### config.mk
export PLATFORM = sky130hd
export DESIGN_NAME = nw_align_decoder
export DESIGN_NICKNAME = d
export VERILOG_FILES = /design/src/rtl/nw_pkg.sv /design/src/rtl/nw_step_classify.sv /design/src/rtl/nw_align_decoder.sv
export SDC_FILE = /design/constraint.sdc
export NUM_CORES = 1
export LEC_CHECK = 0
export CAP_MARGIN = 20
export CORE_ASPECT_RATIO = 1.2
export CORE_MARGIN = 8
export CORE_UTILIZATION = 47
export CTS_CLUSTER_SIZE = 14
export DETAILED_ROUTE_END_ITERATION = 8
export GPL_TIMING_DRIVEN = 1
export PLACE_DENSITY = 0.82
export SLEW_MARGIN = 5
export SYNTH_ARGS = -nofsm -noshare
export SYNTH_HDL_FRONTEND = slang
export SYNTH_SLANG_ARGS = --single-unit
### constraint.sdc
create_clock -name clk -period 3.5 [get_ports clk]
set_clock_uncertainty 0.1 [all_clocks]
set_input_delay 0.875 -clock clk [delete_from_list [all_inputs] [get_ports clk]]
set_output_delay 0.875 -clock clk [all_outputs]
set_load 0.02 [all_outputs]
### src/rtl/nw_pkg.sv
// Shared definitions for the Needleman-Wunsch traceback decode path:
// alignment op encodings, grid traceback direction codes, default weights
// and the decoder state encoding.
package nw_pkg;

    // Alignment operation codes carried on out_op.
    localparam logic [1:0] OP_MATCH    = 2'b00;
    localparam logic [1:0] OP_MISMATCH = 2'b01;
    localparam logic [1:0] OP_INS      = 2'b10;  // gap in s1, s2 char consumed
    localparam logic [1:0] OP_DEL      = 2'b11;  // gap in s2, s1 char consumed

    // Grid traceback directions. TOP moves one row up (DEL), LEFT moves
    // one column left (INS), CORNER moves diagonally (MATCH/MISMATCH).
    localparam logic [1:0] TOP_DIR    = 2'b01;
    localparam logic [1:0] LEFT_DIR   = 2'b10;
    localparam logic [1:0] CORNER_DIR = 2'b11;

    // Default scoring weights, identical to the grid's.
    localparam int DEF_MATCH    = 1;
    localparam int DEF_INDEL    = -1;
    localparam int DEF_MISMATCH = -1;

    // Decoder control states.
    typedef enum logic [2:0] {
        S_IDLE  = 3'd0,
        S_FIRST = 3'd1,
        S_RUN   = 3'd2,
        S_FLUSH = 3'd3,
        S_DONE  = 3'd4,
        S_ERR   = 3'd5
    } dec_state_t;

endpackage

### src/rtl/nw_step_classify.sv
// Combinational classifier for one traceback step prev -> cur.
// The step is legal only when cur lies inside the grid and cur is exactly
// one cell left, up, or diagonally up-left of prev. c1_in/c2_in are the
// characters at prev (s1[prev.y], s2[prev.x]); the gap side is zeroed.
module nw_step_classify
    import nw_pkg::*;
#(
    parameter int LENGTH      = 10,
    parameter int CWIDTH      = 2,
    parameter int CORD_LENGTH = 8
) (
    input  logic [CORD_LENGTH-1:0] prev_x,
    input  logic [CORD_LENGTH-1:0] prev_y,
    input  logic [CORD_LENGTH-1:0] cur_x,
    input  logic [CORD_LENGTH-1:0] cur_y,
    input  logic [CWIDTH-1:0]      c1_in,
    input  logic [CWIDTH-1:0]      c2_in,
    output logic [1:0]             op,
    output logic [CWIDTH-1:0]      c1,
    output logic [CWIDTH-1:0]      c2,
    output logic                   illegal
);

    localparam logic [CORD_LENGTH-1:0] LIM = CORD_LENGTH'(LENGTH);
    localparam logic [CORD_LENGTH-1:0] ONE = CORD_LENGTH'(1);

    logic [CORD_LENGTH-1:0] dx;
    logic [CORD_LENGTH-1:0] dy;
    logic                   out_of_range;

    // Deltas wrap modulo 2^CORD_LENGTH, so the range check must come first.
    assign dx           = prev_x - cur_x;
    assign dy           = prev_y - cur_y;
    assign out_of_range = (cur_x >= LIM) || (cur_y >= LIM);

    // Map the step delta to an alignment op; anything else is illegal.
    always_comb begin
        op      = OP_MATCH;
        c1      = '0;
        c2      = '0;
        illegal = 1'b0;
        if (out_of_range) begin
            illegal = 1'b1;
        end else if (dx == ONE && dy == ONE) begin
            op = (c1_in == c2_in) ? OP_MATCH : OP_MISMATCH;
            c1 = c1_in;
            c2 = c2_in;
        end else if (dx == ONE && dy == '0) begin
            op = OP_INS;
            c2 = c2_in;
        end else if (dx == '0 && dy == ONE) begin
            op = OP_DEL;
            c1 = c1_in;
        end else begin
            illegal = 1'b1;
        end
    end

endmodule

### src/rtl/nw_align_decoder.sv
// Converts the Needleman-Wunsch traceback coordinate stream (starting at
// (LENGTH-1, LENGTH-1), ending at (0,0)) into a per-column alignment op
// stream with the aligned characters.
//
// Handshakes: a transfer happens on a rising clk edge where valid && ready
// are both high; valid never depends combinationally on ready, and a
// presented op holds stable until taken. in_ready depends on out_ready only
// so that the single output register can be refilled in the cycle it drains.
//
// Optional feature: define NW_ALIGN_DECODER_SCORE_EN to accumulate the
// alignment score over consumed ops; otherwise score is tied to 0.
module nw_align_decoder
    import nw_pkg::*;
#(
    parameter int LENGTH      = 10,
    parameter int CWIDTH      = 2,
    parameter int SWIDTH      = 16,
    parameter int CORD_LENGTH = 8,
    parameter int MATCH       = DEF_MATCH,
    parameter int INDEL       = DEF_INDEL,
    parameter int MISMATCH    = DEF_MISMATCH
) (
    input  logic                     clk,
    input  logic                     reset,
    input  logic [LENGTH*CWIDTH-1:0] s1,
    input  logic [LENGTH*CWIDTH-1:0] s2,
    input  logic                     start,
    input  logic                     in_valid,
    output logic                     in_ready,
    input  logic [CORD_LENGTH-1:0]   in_x,
    input  logic [CORD_LENGTH-1:0]   in_y,
    output logic                     out_valid,
    input  logic                     out_ready,
    output logic [1:0]               out_op,
    output logic [CWIDTH-1:0]        out_c1,
    output logic [CWIDTH-1:0]        out_c2,
    output logic                     out_last,
    output logic                     done,
    output logic                     error,
    output logic signed [SWIDTH-1:0] score,
    output logic [2:0]               dbg_state
);

    localparam logic [CORD_LENGTH-1:0] LAST = CORD_LENGTH'(LENGTH - 1);

    dec_state_t             state, state_next;
    logic [CORD_LENGTH-1:0] prev_x, prev_y;
    logic [CWIDTH-1:0]      c1_sel, c2_sel;
    logic [1:0]             cls_op;
    logic [CWIDTH-1:0]      cls_c1, cls_c2;
    logic                   cls_illegal;
    logic                   out_free;
    logic                   accept;
    logic                   cur_origin;
    logic                   ld_prev, ld_step, ld_flush, drop;

    assign dbg_state  = state;
    assign out_free   = !out_valid || out_ready;
    assign cur_origin = (in_x == '0) && (in_y == '0);

    // Pick the characters at prev; constant-index mux keeps index widths exact.
    always_comb begin
        c1_sel = '0;
        c2_sel = '0;
        for (int i = 0; i < LENGTH; i++) begin
            if (prev_y == CORD_LENGTH'(i)) c1_sel = s1[i*CWIDTH +: CWIDTH];
            if (prev_x == CORD_LENGTH'(i)) c2_sel = s2[i*CWIDTH +: CWIDTH];
        end
    end

    nw_step_classify #(
        .LENGTH      (LENGTH),
        .CWIDTH      (CWIDTH),
        .CORD_LENGTH (CORD_LENGTH)
    ) u_classify (
        .prev_x  (prev_x),
        .prev_y  (prev_y),
        .cur_x   (in_x),
        .cur_y   (in_y),
        .c1_in   (c1_sel),
        .c2_in   (c2_sel),
        .op      (cls_op),
        .c1      (cls_c1),
        .c2      (cls_c2),
        .illegal (cls_illegal)
    );

    // State register.
    always_ff @(posedge clk or negedge reset) begin
        if (!reset) state <= S_IDLE;
        else        state <= state_next;
    end

    // Next state, datapath load strobes and level outputs; start overrides all.
    always_comb begin
        state_next = state;
        ld_prev    = 1'b0;
        ld_step    = 1'b0;
        ld_flush   = 1'b0;
        drop       = 1'b0;
        in_ready   = 1'b0;
        done       = 1'b0;
        error      = 1'b0;
        case (state)
            S_FIRST, S_RUN: in_ready = out_free;
            S_DONE:         done     = 1'b1;
            S_ERR:          error    = 1'b1;
            default:        ;
        endcase
        accept = in_valid && in_ready;

        if (start) begin
            state_next = S_FIRST;
            drop       = 1'b1;
        end else begin
            case (state)
                S_FIRST: begin
                    if (accept) begin
                        if (in_x == LAST && in_y == LAST) begin
                            ld_prev    = 1'b1;
                            state_next = cur_origin ? S_FLUSH : S_RUN;
                        end else begin
                            drop       = 1'b1;
                            state_next = S_ERR;
                        end
                    end
                end
                S_RUN: begin
                    if (accept) begin
                        if (cls_illegal) begin
                            drop       = 1'b1;
                            state_next = S_ERR;
                        end else begin
                            ld_step    = 1'b1;
                            ld_prev    = 1'b1;
                            if (cur_origin) state_next = S_FLUSH;
                        end
                    end
                end
                S_FLUSH: begin
                    // out_last marks that the (0,0) op is already in the register.
                    if (out_valid && out_last) begin
                        if (out_ready) state_next = S_DONE;
                    end else if (out_free) begin
                        ld_flush = 1'b1;
                    end
                end
                default: ;
            endcase
        end
    end

    // Previous-coordinate register.
    always_ff @(posedge clk or negedge reset) begin
        if (!reset) begin
            prev_x <= '0;
            prev_y <= '0;
        end else if (ld_prev) begin
            prev_x <= in_x;
            prev_y <= in_y;
        end
    end

    // Single output register: drop, load a step op, load the (0,0) op, or drain.
    always_ff @(posedge clk or negedge reset) begin
        if (!reset) begin
            out_valid <= 1'b0;
            out_op    <= '0;
            out_c1    <= '0;
            out_c2    <= '0;
            out_last  <= 1'b0;
        end else if (drop) begin
            out_valid <= 1'b0;
            out_op    <= '0;
            out_c1    <= '0;
            out_c2    <= '0;
            out_last  <= 1'b0;
        end else if (ld_step) begin
            out_valid <= 1'b1;
            out_op    <= cls_op;
            out_c1    <= cls_c1;
            out_c2    <= cls_c2;
            out_last  <= 1'b0;
        end else if (ld_flush) begin
            out_valid <= 1'b1;
            out_op    <= (s1[CWIDTH-1:0] == s2[CWIDTH-1:0]) ? OP_MATCH : OP_MISMATCH;
            out_c1    <= s1[CWIDTH-1:0];
            out_c2    <= s2[CWIDTH-1:0];
            out_last  <= 1'b1;
        end else if (out_valid && out_ready) begin
            out_valid <= 1'b0;
        end
    end

`ifdef NW_ALIGN_DECODER_SCORE_EN
    logic signed [SWIDTH-1:0] weight;
    logic signed [SWIDTH-1:0] score_q;

    // Weight of the op currently presented.
    always_comb begin
        case (out_op)
            OP_MATCH:    weight = SWIDTH'(MATCH);
            OP_MISMATCH: weight = SWIDTH'(MISMATCH);
            default:     weight = SWIDTH'(INDEL);
        endcase
    end

    // Wrap-around accumulation over every consumed op; start clears it.
    always_ff @(posedge clk or negedge reset) begin
        if (!reset)                       score_q <= '0;
        else if (start)                   score_q <= '0;
        else if (out_valid && out_ready)  score_q <= score_q + weight;
    end

    assign score = score_q;
`else
    logic unused_weights;
    assign unused_weights = ^{MATCH[0], INDEL[0], MISMATCH[0]};
    assign score          = '0;
`endif

endmodule
Word-level counts from Yosys, hierarchy flattened. Cells that the tools add are included.

Register bits after elaboration: 27. Logic and storage cells: 152.

Add/sub/neg operators: 2. Order comparisons: 2. Equal/unequal tests: 34. Multiplexer cells: 84. Reductions and logical operators: 22.

Operator list (number): 2-bit two-way mux (40); 8-bit by 3-bit == test with 1-bit output (second input constant) (8); 8-bit by 4-bit == test with 1-bit output (second input constant) (6); 8-bit logical NOT (6); 1-bit two-way mux (33); 8-bit by 1-bit == test with 1-bit output (second input constant) (4); 8-bit by 2-bit == test with 1-bit output (second input constant) (4); 3-bit two-way mux (8); 8-bit by 4-bit greater-or-equal comparator with 1-bit output (second input constant) (2); 8-bit subtractor (2); 3-bit inequality test (second input constant) (4); 3-bit case mux with 3 select lines (1); 1-bit logical AND (8); 4-bit nonzero test (2); 3-bit by 2-bit == test with 1-bit output (second input constant) (2); 3-bit == test (second input constant) (2); 6-bit AND reduction (1); 2-bit == test (2); 4-bit inequality test (second input constant) (1); 1-bit case mux with 2 select lines (2); 3-bit by 1-bit == test with 1-bit output (second input constant) (1); 3-bit nonzero test (1); 1-bit logical OR (2); 2-bit OR reduction (1); 1-bit logical NOT (1).

Logic depth before layout (Yosys ltp).
Depth in word-level cells: 17. Gate-level depth with buffers: 13.

Modules after synthesis. From an unflattened synthesis, not the netlist that was laid out.

Cells, all modules: 300. Area total of the unflattened synthesis: 2730.1 µm².

By module, submodules not included: nw_align_decoder (instances 1, cells each 181, area an instance 1865.5 µm², seq. area each 675.6 µm²); nw_step_classify (instances 1, cells each 119, area an instance 864.6 µm², seq. area each 0.0 µm²).

Least setup slack after synthesis. No wires, ideal clock.

Kind: input port to flip-flop. From: input port in_x[0]. To: register prev_y[0]. Setup time: 0.127 ns. Data arrival time: 3.206 ns. Required time: 3.273 ns. Path slack: 0.066 ns. Stages on the path: 10. Path through: ha_1 -> inv_1 -> fa_1 -> a211oi_1 -> o41ai_1 -> nor4_2 -> nand4_4 -> a21oi_4 -> buf_6 -> mux2_1.

Longest elaborated chain between the ends: 11.

RTL lines: start: declaration (line nw_align_decoder.sv:30) `input logic [CORD_LENGTH-1:0] in_x,`; 8-bit subtractor (line nw_step_classify.sv:32) `assign dx = prev_x - cur_x;`; 8-bit logical NOT (line nw_step_classify.sv:51) `end else if (dx == '0 && dy == ONE) begin`; 1-bit logical AND (line nw_step_classify.sv:51); 1-bit two-way mux (line nw_step_classify.sv:51); 1-bit two-way mux (line nw_step_classify.sv:48) `end else if (dx == ONE && dy == '0) begin`; 1-bit two-way mux (line nw_step_classify.sv:44) `end else if (dx == ONE && dy == ONE) begin`; 1-bit two-way mux (line nw_step_classify.sv:42) `if (out_of_range) begin`; 1-bit two-way mux (line nw_align_decoder.sv:130) `if (cls_illegal) begin`; 1-bit two-way mux (line nw_align_decoder.sv:129) `if (accept) begin`; 1-bit case mux with 2 select lines * (line nw_align_decoder.sv:116) `case (state)`; 1-bit two-way mux * (line nw_align_decoder.sv:112) `if (start) begin`; end signal: assignment (line nw_align_decoder.sv:160) `prev_y <= in_y;`; end: declaration (line nw_align_decoder.sv:47) `logic [CORD_LENGTH-1:0] prev_x, prev_y;`.

Mark *: on every way between the ends. The rest lies on a longest branch, timed or not. A chain may end at the register's enable or synchronous reset.

Worst setup path after layout.
From: input port in_x[0]. To: register prev_x[3].

Longest elaborated chain between the ends: 11.

RTL lines: 8-bit subtractor (line nw_step_classify.sv:32); 8-bit logical NOT (line nw_step_classify.sv:51); 1-bit logical AND (line nw_step_classify.sv:51); 1-bit two-way mux (line nw_step_classify.sv:51); 1-bit two-way mux (line nw_step_classify.sv:48); 1-bit two-way mux (line nw_step_classify.sv:44); 1-bit two-way mux (line nw_step_classify.sv:42); 1-bit two-way mux (line nw_align_decoder.sv:130); 1-bit two-way mux (line nw_align_decoder.sv:129); 1-bit case mux with 2 select lines * (line nw_align_decoder.sv:116); 1-bit two-way mux * (line nw_align_decoder.sv:112); end signal: assignment (line nw_align_decoder.sv:159) `prev_x <= in_x;`; end: declaration (line nw_align_decoder.sv:47).

Marks and branches as above.

==> summary.log <==
qor: run_status.outcome finished, final reports clean
qor: placed_design.placement.setup.worst_slack -0.407 ns
qor: finish.number_of_nets_in_the_layout 485
qor: placed_design.buffer_ports.inserted 74
qor: logic_synthesis.compound_cell_area_share_of_the_yosys_netlist 0.208
qor: logic_synthesis.flip_flop_and_latch_count_after_synthesis 27
qor: logic_synthesis.fraction_of_synthesized_area_in_multiplexers 0.0965
qor: logic_synthesis.synthesis.yosys.warnings 0
qor: drt.drtIter0Drc 195
qor: logic_synthesis.distinct_cells_synth 64
qor: logic_synthesis.syn_area_per_cell 8.69 um^2
qor: clock_tree.clock_network_latency_to_the_later_pin_of_the_worst_skew_pair 0.28 ns
qor: logic_synthesis.synth.top_cells.by_area sky130_fd_sc_hd__dfrtp_1 (25%), sky130_fd_sc_hd__ha_1 (6.6%), sky130_fd_sc_hd__buf_4 (4.5%)
qor: power.total_leakage_power 1.67 nW
qor: finish.finish.utilization 0.682
qor: logic_synthesis.ys_async_sr_fraction 1.00
qor: finish.filler_cell_count 447
qor: finish.mostFrequentLayoutCells sky130_fd_sc_hd__clkdlybuf4s50_1 (69), sky130_fd_sc_hd__buf_4 (32), sky130_fd_sc_hd__nor2_1 (29)
qor: power.power.share.switching 0.369
qor: logic_synthesis.synthSimpleGateAreaFrac 0.225
qor: clock_tree.ctsRootBufferMaster sky130_fd_sc_hd__clkbuf_8
qor: finish.multi_input_comb_area 1890 um^2
qor: timing.final-hold-violation-count 0
qor: logic_synthesis.syn-cell-area 2660 um^2
qor: clock_tree.clock_tree.htree_level_count 1
qor: worst_setup_path.reg2reg_from prev_x[0]
qor: placed_design.hpwl_after_dpl 6220 um
qor: floorplan.num_rows 30
qor: power.total_power 1.08 mW
qor: power.internal_power 0.678 mW
qor: power.total_switching_power 0.397 mW
qor: worst_setup_path.timing.rr.end prev_x[3]
qor: worst_setup_path.worst_ep_required_time 3.58 ns
qor: global_route.first_global_vias 2770
qor: logic_synthesis.largest_family_of_logic_cells_by_synthesized_area simple AND/OR/NAND/NOR gates
qor: finish.regArea 676 um^2
qor: floorplan.die_x 84.7 um
qor: clock_tree.clkSinkCount 27
qor: timing.drv_slew 0
qor: timing.period_minus_slack 3.41 ns
qor: logic_synthesis.synth_xor_area_frac 0.0395
qor: timing.hold_slack 0.425 ns
qor: floorplan.die_height 98.4 um
qor: global_route.maximum_number_of_pins_on_one_net_before_global_route_repair 28
qor: drt.average_detailed_routed_wire_length_per_instance 17.0 um
qor: power.ir_worst_vdd 0.146 mV
qor: power.seq_power_share 0.354
qor: worst_setup_path.path_class input pin to flop
qor: clock_tree.clk_pin_slew_worst_paths 0.10 ns
qor: global_route.global_route_wire_length_before_repair 12800 um
qor: worst_setup_path.worst_setup_path_start_kind input pin
qor: placed_design.gp_congestion 0.850
qor: logic_synthesis.netlist.top_cell.by_area sky130_fd_sc_hd__dfrtp_1
qor: clock_tree.cts-root-to-sink-buffers 2
qor: drt.dr_pass1_iterations 4
qor: timing.timing.setup.tns 0 ns
qor: drt.ant_nets 0
qor: worst_hold_path.min-delay-path-class flop to flop
qor: run.maxCapViolations 0
qor: worst_setup_path.startpoint in_x[0]
qor: floorplan.pin_count 91
qor: drt.ratio_of_routed_vias_to_standard_cells 5.70
qor: power.power_density 284 nW/um^2
qor: timing.rsz_0062_raised_after_global_routing false
qor: finish.diodes 0
qor: timing.final.setup.worst_slack 0.0935 ns
qor: worst_setup_path.critical_path_peak_fanout 5
qor: worst_setup_path.worst_setup_endpoint prev_x[3]
qor: clock_tree.tritoncts built
qor: clock_tree.cts_buf_count 3
qor: logic_synthesis.yosys.area_share.adder 0.0809
qor: timing.worst_slew_margin_rel 0.592
qor: global_route.grt_overflow 0
qor: timing.layout_worst_path_cycle_share 0.973
qor: logic_synthesis.synth-edff-count 0
qor: worst_setup_path.cp-end-kind flop
qor: worst_setup_path.crit_arrival 3.48 ns
qor: logic_synthesis.proportion_of_synthesized_chip_area_in_sequential_cells 0.254
qor: timing.timing.final.setup_violations 0
qor: finish.final_layout_size_suffix_gt1_frac 0.197
qor: floorplan.core-area 5560 um^2
qor: worst_setup_path.timing.reg2reg.setup_slack 0.44 ns
qor: finish.final_common_cell sky130_fd_sc_hd__clkdlybuf4s50_1
qor: global_route.grt_antenna_before_repair 0
qor: global_route.grt_util_all_layers 0.186
qor: worst_setup_path.timing.reg2reg.worst_path_depth 13
qor: logic_synthesis.netlist.area_leader.share 0.254
qor: drt.overall_via_count_from_detail_route 2687
qor: clock_tree.cts_hold_buffers 0
qor: drt.route.final.wire_length 8000 um
qor: drt.drt_drc_violations_left 0
qor: logic_synthesis.synthCells 306
qor: power.combPwrFrac 0.467
qor: logic_synthesis.synthFlopType sky130_fd_sc_hd__dfrtp_1
qor: floorplan.overall_die_area 8330 um^2
qor: timing.max_fclk 294 MHz
qor: timing.tightest_slew 0.607 ns
qor: power.pwr-share-clk 0.179
qor: finish.synthToLayoutAreaGrowth 42.6%
qor: floorplan.floorplan.initialDensity 0.479
==> sequential cells by signal (all words and copies together) (netlist names) <==
name / flops
prev_x: 8
prev_y: 8
dbg_state: 3
out_c1: 2
out_c2: 2
out_op: 2
out_last: 1
out_valid: 1
==> cell usage after synthesis, types with 5 or more instances <==
cell / number
sky130_fd_sc_hd__nor2_1: 29
sky130_fd_sc_hd__nand2b_1: 8
sky130_fd_sc_hd__dfrtp_1: 27
sky130_fd_sc_hd__o21ai_0: 17
sky130_fd_sc_hd__nor3_1: 5
sky130_fd_sc_hd__buf_4: 16
sky130_fd_sc_hd__nand2_1: 11
sky130_fd_sc_hd__nand3b_1: 5
sky130_fd_sc_hd__a21oi_1: 19
sky130_fd_sc_hd__ha_1: 14
sky130_fd_sc_hd__xor2_1: 5
sky130_fd_sc_hd__a22oi_1: 5
sky130_fd_sc_hd__xnor2_1: 7
sky130_fd_sc_hd__clkbuf_1: 5
sky130_fd_sc_hd__mux2i_1: 11
sky130_fd_sc_hd__o211ai_1: 5
sky130_fd_sc_hd__inv_1: 22
sky130_fd_sc_hd__mux2_2: 8
sky130_fd_sc_hd__nor2b_1: 11
==> final cells by class <==
type,count,share of cell area
clock inverter,1,0.00198
clock buffer,3,0.0109
tap,64,0.0211
multi-input combinational,246,0.499
timing repair buffer,108,0.267
inverter,22,0.0218
sequential,27,0.178
==> metal layers <==
layer / up-vias / track usage / share of wire
li1: 1295 / - / -
met3: 25 / 0.0244 / 0.047
met5: - / 0 / 0
met2: 95 / 0.329 / 0.51
met1: 1272 / 0.208 / 0.40
met4: 0 / 0.102 / 0.039
==> logic make-up after synthesis <==
family          count (synthesis)
compound gates                 82
xor+xnor                       12
fa+ha+maj                      16
buf+inv                        48
flops                          27
mux                            22
other cells                     1
simple gates                   98
==> worst min-delay path by stage <==
stage | from | endpoint | slack (ns) | cells after the start
after global placement | out_op[1] | out_op[1] | 0.38 | 2
after CTS | out_op[1] | out_op[1] | 0.43 | 2
after floorplan | prev_y[6] | prev_y[6] | 0.38 | 1
after global routing | out_op[1] | out_op[1] | 0.45 | 2
final | out_op[1] | out_op[1] | 0.43 | 2
after detailed placement | out_op[1] | out_op[1] | 0.40 | 2
==> through the flow <==
| step | area, um^2 | instances |
|---|---|---|
| finish | 3790 | 471 |
| CTS | 3690 | 471 |
| global route | 3790 | 471 |
| global placement | 3600 | 464 |
| detailed placement | 3600 | 464 |
| floorplan | 2720 | 321 |
==> power by group through the flow <==
stage / logic (mW) / clock network (mW) / registers [mW]
after floorplan: 0.248 / 0 / 0.399
after global placement: 0.478 / 0 / 0.386
after detailed placement: 0.485 / 0 / 0.386
after CTS: 0.492 / 0.192 / 0.379
after global routing: 0.534 / 0.201 / 0.388
final: 0.503 / 0.192 / 0.380
==> worst max-delay path: stages <==
cell and delay [ns]:
sky130_fd_sc_hd__dlygate4sd2_1 0.23, sky130_fd_sc_hd__ha_2 0.19, sky130_fd_sc_hd__inv_2 0.04, sky130_fd_sc_hd__fa_2 0.36, sky130_fd_sc_hd__a211oi_2 0.29, sky130_fd_sc_hd__nor2_1 0.09, sky130_fd_sc_hd__xor2_1 0.16, sky130_fd_sc_hd__nor4_2 0.29
sky130_fd_sc_hd__buf_4 0.18, sky130_fd_sc_hd__nand4_4 0.11, sky130_fd_sc_hd__a21oi_4 0.19, sky130_fd_sc_hd__buf_6 0.14, sky130_fd_sc_hd__mux2_2 0.33
==> timing repair <==
action,CTS,global route
pin swaps,7,7
resized for setup,7,21
setup buffers,3,0
cloned,0,0
setup endpoints to repair,12,11
(Power assumes the default switching activity.)
